===== src/rtl/thermo_dac_driver.sv =====
// Binary-to-thermometer DAC driver: holds each accepted code for SETTLE_CYCLES before taking the next.
// Optional slew limiting (one LSB per settle period) is built when THERMO_DAC_SLEW_LIMIT_EN is defined.
module thermo_dac_driver #(
  parameter int CODE_W        = 3,
  parameter int SETTLE_CYCLES = 125,
  localparam int TH_W         = 2**CODE_W - 1
) (
  input  logic              clk,
  input  logic              rst_n,
  input  logic [CODE_W-1:0] code_in,
  input  logic              code_valid,
  output logic              code_ready,
  output logic [TH_W-1:0]   therm_out,
  output logic [CODE_W-1:0] cur_code,
  output logic              busy,
  output logic              settle_done
);

  localparam int CNT_W = $clog2(SETTLE_CYCLES + 1);
  localparam logic [CNT_W-1:0] CNT_LAST = CNT_W'(SETTLE_CYCLES - 1);
  localparam logic [CNT_W-1:0] CNT_MAX  = {CNT_W{1'b1}};

`ifdef THERMO_DAC_SLEW_LIMIT_EN
  typedef enum logic [1:0] {IDLE, STEP, SETTLE} state_t;
`else
  typedef enum logic [1:0] {IDLE, SETTLE} state_t;
`endif

  state_t            state, state_n;
  logic [CNT_W-1:0]  cnt, cnt_n;
  logic [CODE_W-1:0] target, target_n;
  logic [CODE_W-1:0] cur_n;
  logic [TH_W-1:0]   therm_n;
  logic              ready_n, busy_n, done_n;
`ifndef THERMO_DAC_SLEW_LIMIT_EN
  logic              load, load_n;
`endif

  function automatic logic [TH_W-1:0] to_therm(input logic [CODE_W-1:0] code);
    logic [TH_W-1:0] t;
    for (int i = 0; i < TH_W; i++) t[i] = (int'(code) > i);
    return t;
  endfunction

`ifdef THERMO_DAC_SLEW_LIMIT_EN
  function automatic logic [CODE_W-1:0] step_toward(input logic [CODE_W-1:0] cur,
                                                    input logic [CODE_W-1:0] tgt);
    if (cur < tgt)      return cur + CODE_W'(1);
    else if (cur > tgt) return cur - CODE_W'(1);
    else                return cur;
  endfunction
`endif

  always_ff @(posedge clk or negedge rst_n) begin
    if (!rst_n) begin
      state       <= IDLE;
      cnt         <= '0;
      target      <= '0;
      cur_code    <= '0;
      therm_out   <= '0;
      code_ready  <= 1'b0;
      busy        <= 1'b0;
      settle_done <= 1'b0;
`ifndef THERMO_DAC_SLEW_LIMIT_EN
      load        <= 1'b0;
`endif
    end else begin
      state       <= state_n;
      cnt         <= cnt_n;
      target      <= target_n;
      cur_code    <= cur_n;
      therm_out   <= therm_n;
      code_ready  <= ready_n;
      busy        <= busy_n;
      settle_done <= done_n;
`ifndef THERMO_DAC_SLEW_LIMIT_EN
      load        <= load_n;
`endif
    end
  end

  always_comb begin
    state_n  = state;
    cnt_n    = cnt;
    target_n = target;
    cur_n    = cur_code;
    ready_n  = code_ready;
    busy_n   = busy;
    done_n   = 1'b0;
`ifndef THERMO_DAC_SLEW_LIMIT_EN
    load_n   = load;
`endif
    case (state)
      IDLE: begin
        ready_n = 1'b1;
        busy_n  = 1'b0;
        if (code_valid && code_ready) begin
          target_n = code_in;
          ready_n  = 1'b0;
          busy_n   = 1'b1;
          cnt_n    = '0;
`ifdef THERMO_DAC_SLEW_LIMIT_EN
          state_n  = STEP;
`else
          state_n  = SETTLE;
          load_n   = 1'b1;
`endif
        end
      end
`ifdef THERMO_DAC_SLEW_LIMIT_EN
      STEP: begin
        cur_n   = step_toward(cur_code, target);
        cnt_n   = '0;
        state_n = SETTLE;
      end
`endif
      SETTLE: begin
`ifndef THERMO_DAC_SLEW_LIMIT_EN
        // First SETTLE cycle only transfers the latched target onto the pins.
        if (load) begin
          cur_n  = target;
          cnt_n  = '0;
          load_n = 1'b0;
        end else
`endif
        if (cnt == CNT_LAST) begin
`ifdef THERMO_DAC_SLEW_LIMIT_EN
          // Intermediate steps chain straight into the next hold period.
          if (cur_code != target) begin
            cur_n = step_toward(cur_code, target);
            cnt_n = '0;
          end else
`endif
          begin
            done_n  = 1'b1;
            ready_n = 1'b1;
            busy_n  = 1'b0;
            state_n = IDLE;
          end
        end else if (cnt != CNT_MAX) begin
          cnt_n = cnt + CNT_W'(1);
        end
      end
      default: state_n = IDLE;
    endcase
    therm_n = to_therm(cur_n);
  end

endmodule


===== config.mk =====
export PLATFORM = sky130hd
export DESIGN_NAME = thermo_dac_driver
export DESIGN_NICKNAME = d
export VERILOG_FILES = /design/src/rtl/thermo_dac_driver.sv
export SDC_FILE = /design/constraint.sdc
export NUM_CORES = 1
export LEC_CHECK = 0
export ABC_AREA = 1
export BUFFER_PORTS_ARGS = -buffer_cell sky130_fd_sc_hd__buf_2
export CORE_MARGIN = 4
export CORE_UTILIZATION = 58
export CTS_CLUSTER_SIZE = 25
export DETAILED_ROUTE_END_ITERATION = 7
export HOLD_SLACK_MARGIN = 0.12
export PLACE_DENSITY = 0.92
export SYNTH_ARGS = -nofsm -noshare
export SYNTH_HDL_FRONTEND = slang
export SYNTH_SLANG_ARGS = --single-unit

===== constraint.sdc =====
create_clock -name clk -period 2.3 [get_ports clk]
set_clock_uncertainty 0.1 [all_clocks]
set_input_delay 0.23 -clock clk [delete_from_list [all_inputs] [get_ports clk]]
set_output_delay 0.23 -clock clk [all_outputs]
set_load 0.005 [all_outputs]

== After elaboration in Yosys (flattened, before gate mapping) ==
Index checks and enable logic that the tools add are counted.
Word-level totals
  output and inout bits: 13
  flip-flop bits (word level): 26
  word-level logic and storage cells: 57
  input port bits: 6
Operators by class
  $add $sub $neg: 1
  reduce and logical (&&, ||, !) cells: 8
  equality and inequality tests: 8
  order comparisons: 7
  multiplexer cells: 24
Operators by type and width (number)
  2-to-1 mux 7 bit: 4
  case mux 7 bit (2 select lines): 1
  2-to-1 mux 1 bit: 10
  > comparator 3 bit (second input constant): 3
  adder 7 x 1 -> 7 bit (second input constant): 1
  equality test 7 bit (second input constant): 1
  inequality test 7 bit (second input constant): 1
  > comparator 3 x 1 -> 1 bit (second input constant): 2
  > comparator 3 x 2 -> 1 bit (second input constant): 2
  2-to-1 mux 2 bit: 3
  2-to-1 mux 3 bit: 2
  inequality test 2 bit (second input constant): 3
  inequality test 3 bit (second input constant): 2
  case mux 1 bit (2 select lines): 3
  AND reduction 3 bit: 2
  case mux 2 bit (2 select lines): 1
  AND reduction 2 bit: 2
  AND reduction 4 bit: 1
  equality test 2 x 1 -> 1 bit (second input constant): 1
  zero test 2 bit: 1
  nonzero test 2 bit: 1
  logical AND 1 bit: 1

== Depth between registers and ports, before layout ==
  depth in word-level cells: 5
  gate-level depth with buffers: 9
  depth with buffers taken out: 9

== Least setup slack after synthesis ==
OpenSTA, ideal clock, no wires.
  kind: register -> register
  from: register cnt[0]
  to: register cnt[2]
  period minus slack after synthesis: 1378 ps
  required time: 2135 ps
  arrival: 1213 ps
  library setup time: 65 ps
  path buffers: 0
  setup slack: 922 ps
  stages on the path, launching flop included: 9
  cell sequence: dfrtp_1 -> ha_1 -> nand3_1 -> inv_1 -> nand3_2 -> inv_1 -> nor2_1 -> nand2_1 -> nand2_1
On the way
  cells in the longest elaborated chain, start to end: 5
  elaborated cells on any way between the ends: 10
  those cells by class: add/sub: 1; eq/ne: 4; mux: 4; reduce/logical: 1
Ends and longest elaborated chain
  start, declared: line 30  | logic [CNT_W-1:0] cnt, cnt_n;
  start signal, assigned: line 69  | cnt <= cnt_n;
  adder 7 x 1 -> 7 bit: line 141  | cnt_n = cnt + CNT_W'(1);
  2-to-1 mux 7 bit: line 140  | end else if (cnt != CNT_MAX) begin
  2-to-1 mux 7 bit: line 126  | if (cnt == CNT_LAST) begin
  2-to-1 mux 7 bit: line 120  | if (load) begin
  case mux 7 bit (2 select lines): line 93  | case (state)
Several ways; a longest one is shown, not always the timed one. The select of a mux whose other input is x is not followed.
A chain may end at the register's enable or synchronous reset.

== Worst setup path after layout ==
  from: register cnt[0]
  to: register cnt[3]
The elaborated chain is that of the path after synthesis.

==> impl_metrics.py <==
metrics = {
    "floorplanning": {
        "die_x_um": 52.6,
        "core_mm2": 0.00180,
        "die_y_um": 52.6,
        "fp-row-count": 15,
        "start_util_pct": 64.0,
        "die-area_mm2": 0.00276,
        "io_pins": 19,
    },
    "sta": {
        "setup_viol": 0,
        "hold_violations": 0,
        "setup_tns_ps": 0,
        "clock.fmax_mhz": 639,
        "tightest_slew_ps": 533,
        "slew_viol_final": 0,
        "fin_crit_ps": 1560,
        "relSlewSlack_pct": 64.5,
        "finalCritPeriodShare_pct": 68.0,
        "rsz0062_at_grt": "no",
    },
    "global_route": {
        "grt_pass1_wl_um": 3710,
        "grt_usage_pct": 18.3,
        "gr-total-overflow": 0,
        "antenna_found_initial": 0,
        "grt_max_degree": 26,
        "grt_pass1_vias": 875,
    },
    "status": {
        "status": "finished, final reports clean",
    },
    "synth": {
        "synth_top_area_share_pct": 54.3,
        "yosysSeqAreaShare_pct": 54.3,
        "synthDistinctLibCells": 19,
        "synth_area_leaders": "dfrtp_1 54%, nand2_1 15%, inv_1 7.2%, nor2_1 3.9%, nand3_1 2.6%",
        "syn-num-nets": 143,
        "syn_inst": 135,
        "yosysTopAreaCell": "dfrtp_1",
        "yosys_register_bits": 25,
        "yosys_warnings": 0,
        "avgSynthCellArea_um2": 8.54,
        "syn_area_mm2": 0.00115,
    },
    "clock_tree": {
        "cts-root-buf": "clkbuf_4",
        "cts_hold_buf": 4,
        "cts_sinks": 25,
        "cts.htree.levels": 1,
        "cts.repair.resized": 0,
        "cts_made_buffers": 3,
        "clkLatencyLatePin_ps": 310,
        "clk_pin_slew_ps": 140,
        "postCtsSetupBuffers": 0,
        "cts_tree": "built",
        "cts.path.max_buffers": 2,
    },
    "power_and_ir_drop": {
        "p_leak_nw": 0.779,
        "peakVddDrop_mv": 0.647,
        "powerDensity_mw_per_mm2": 1140,
    },
    "worst_setup_path": {
        "crit_path_end_kind": "register",
        "cp_slowest_cell": "dfrtp_1",
        "critPathTopFamily": "simple AND/OR/NAND/NOR gates",
        "max_stage_delay_ps": 450,
        "cp_num_buf_inv": 2,
        "arrival_ps": 1710,
        "startpoint_type": "register",
        "worstPathRequired_ps": 2450,
        "cp_cell_sequence": "ha_1 -> nand3_1 -> inv_1 -> nand3_2 -> inv_1 -> nor2_1 -> nand2_1 -> nand2_1",
        "crit_fanout": 6,
        "critPathKind": "reg2reg",
    },
    "finish": {
        "drive_gt1_share_pct": 20.5,
        "diodes": 0,
        "syn2layout_area_growth_pct": 16.4,
        "fin_area_mm2": 0.00134,
        "final_nets": 170,
    },
    "place": {
        "place.gp.congestion": 0.938,
        "place_hpwl_um": 1630,
        "post_dp_cell_area_mm2": 0.00127,
        "io_buffers": 18,
    },
    "detailed_routing": {
        "drc": 0,
        "vias": 895,
        "ant_nets": 0,
        "drtIter0Drc": 9,
        "wl_per_cell_um": 11.5,
        "dr.pass1.iters": 4,
        "viasPerCell": 4.81,
        "wirelength_um": 2150,
    },
    "min_path": {
        "hold_class": "in2reg",
    },
    "run": {
        "cap_viol_max_count": 0,
    },
}
state kept, by name (all words and copies together), names as in the netlist:
signal / count
cur_code: 3
cnt: 7
load: 1
state: 1
busy: 1
settle_done: 1
target: 3
therm_out: 7
code_ready: 1
placed cells by master, fill, tap and decap left out:
cell | synthesis | routed
nand2_1 | 47 | 47
dfrtp_1 | 25 | 25
inv_1 | 22 | 22
buf_2 | 0 | 18
nor2_1 | 12 | 12
nand3_1 | 6 | 6
dlygate4sd3_1 | 0 | 4
a21oi_1 | 3 | 3
clkbuf_4 | 0 | 3
nand2_2 | 2 | 2
o21a_2 | 2 | 2
o21a_1 | 2 | 2
o21ai_1 | 2 | 2
nand3_2 | 2 | 2
nand4_1 | 2 | 2
ha_1 | 2 | 2
a21oi_2 | 1 | 1
nor2_2 | 1 | 1
inv_2 | 1 | 1
nor2_8 | 1 | 1
nand3_4 | 1 | 1
xor2_1 | 1 | 1
clkinv_2 | 0 | 1
final cells by class:
| cell class | count | area, µm² |
|---|---|---|
| repair buffers | 22 | 130 |
| fillers | 130 | 460 |
| multi-input cells | 87 | 440 |
| clock buffers | 3 | 22.5 |
| inverters | 23 | 86.3 |
| flip-flops and latches | 25 | 626 |
| well taps | 25 | 31.3 |
| clock inverters | 1 | 5.00 |
worst register-to-register path: cells and delay by family, from the launching register on:
family                   cells  cell delay (ps)
AND/OR/NAND/NOR              5              600
flip-flops                   1              450
adder cells (fa/ha/maj)      1              250
buffers and inverters        2              120
path summary, 6_finish.rpt:
kind | start | endpoint | slack [ps] | depth (start not counted)
max | cnt[0] | cnt[3] | 740 | 8
min | code_valid | load | 140 | 3
max reg2reg | cnt[0] | cnt[3] | 740 | 8
min reg2reg | target[1] | target[1] | 400 | 2
max in group asynchronous | rst_n | cnt[1] | 1410 | 2
min in group asynchronous | rst_n | load | 320 | 2
cells by family (layout without fill, tap and decap cells):
group                      count (synthesis)  after routing  share of synthesized area, %
and+or+nand+nor                           74             74                          29.5
DFF                                       25             25                          54.3
buffers and inverters                     23             49                          7.49
AOI/OAI and AO/OA                         10             10                          5.75
adders and majority gates                  2              2                          2.17
xor gates and xnor gates                   1              1                         0.760
per-stage QoR:
stage	hold slack, ps	util [%]	cells	total power [mW]	setup WS [ps]
global placement	134	70.7	178	1.31	869
floorplan	-166	-	135	1.13	922
detailed placement	141	70.7	178	1.34	778
global route	162	74.4	186	1.66	576
CTS	139	74.4	186	1.53	744
finish	142	74.4	186	1.52	736
cells in the mapped netlist (all sizes together):
master	instances
nand2	49
dfrtp	25
inv	23
nor2	14
nand3	9
a21oi	4
o21a	4
ha	2
nand4	2
o21ai	2
xor2	1
per-layer routing:
metal / up-vias / track usage (%) / part of all wire (%)
met3: 4 / 5.13 / 4.2
met5: - / 0 / 0
met2: 14 / 32.4 / 52
li1: 460 / - / -
met4: 0 / 5.96 / 1.1
met1: 417 / 20.9 / 42
power breakdown:
group,leakage (nW),switching (mW),total [mW],internal [mW]
sequential,0.298,0.119,0.722,0.603
combinational,0.463,0.356,0.612,0.256
clock,0.0177,0.125,0.190,0.0648
total,0.779,0.600,1.52,0.924
No activity file was read; power rests on OpenSTA's default activity.
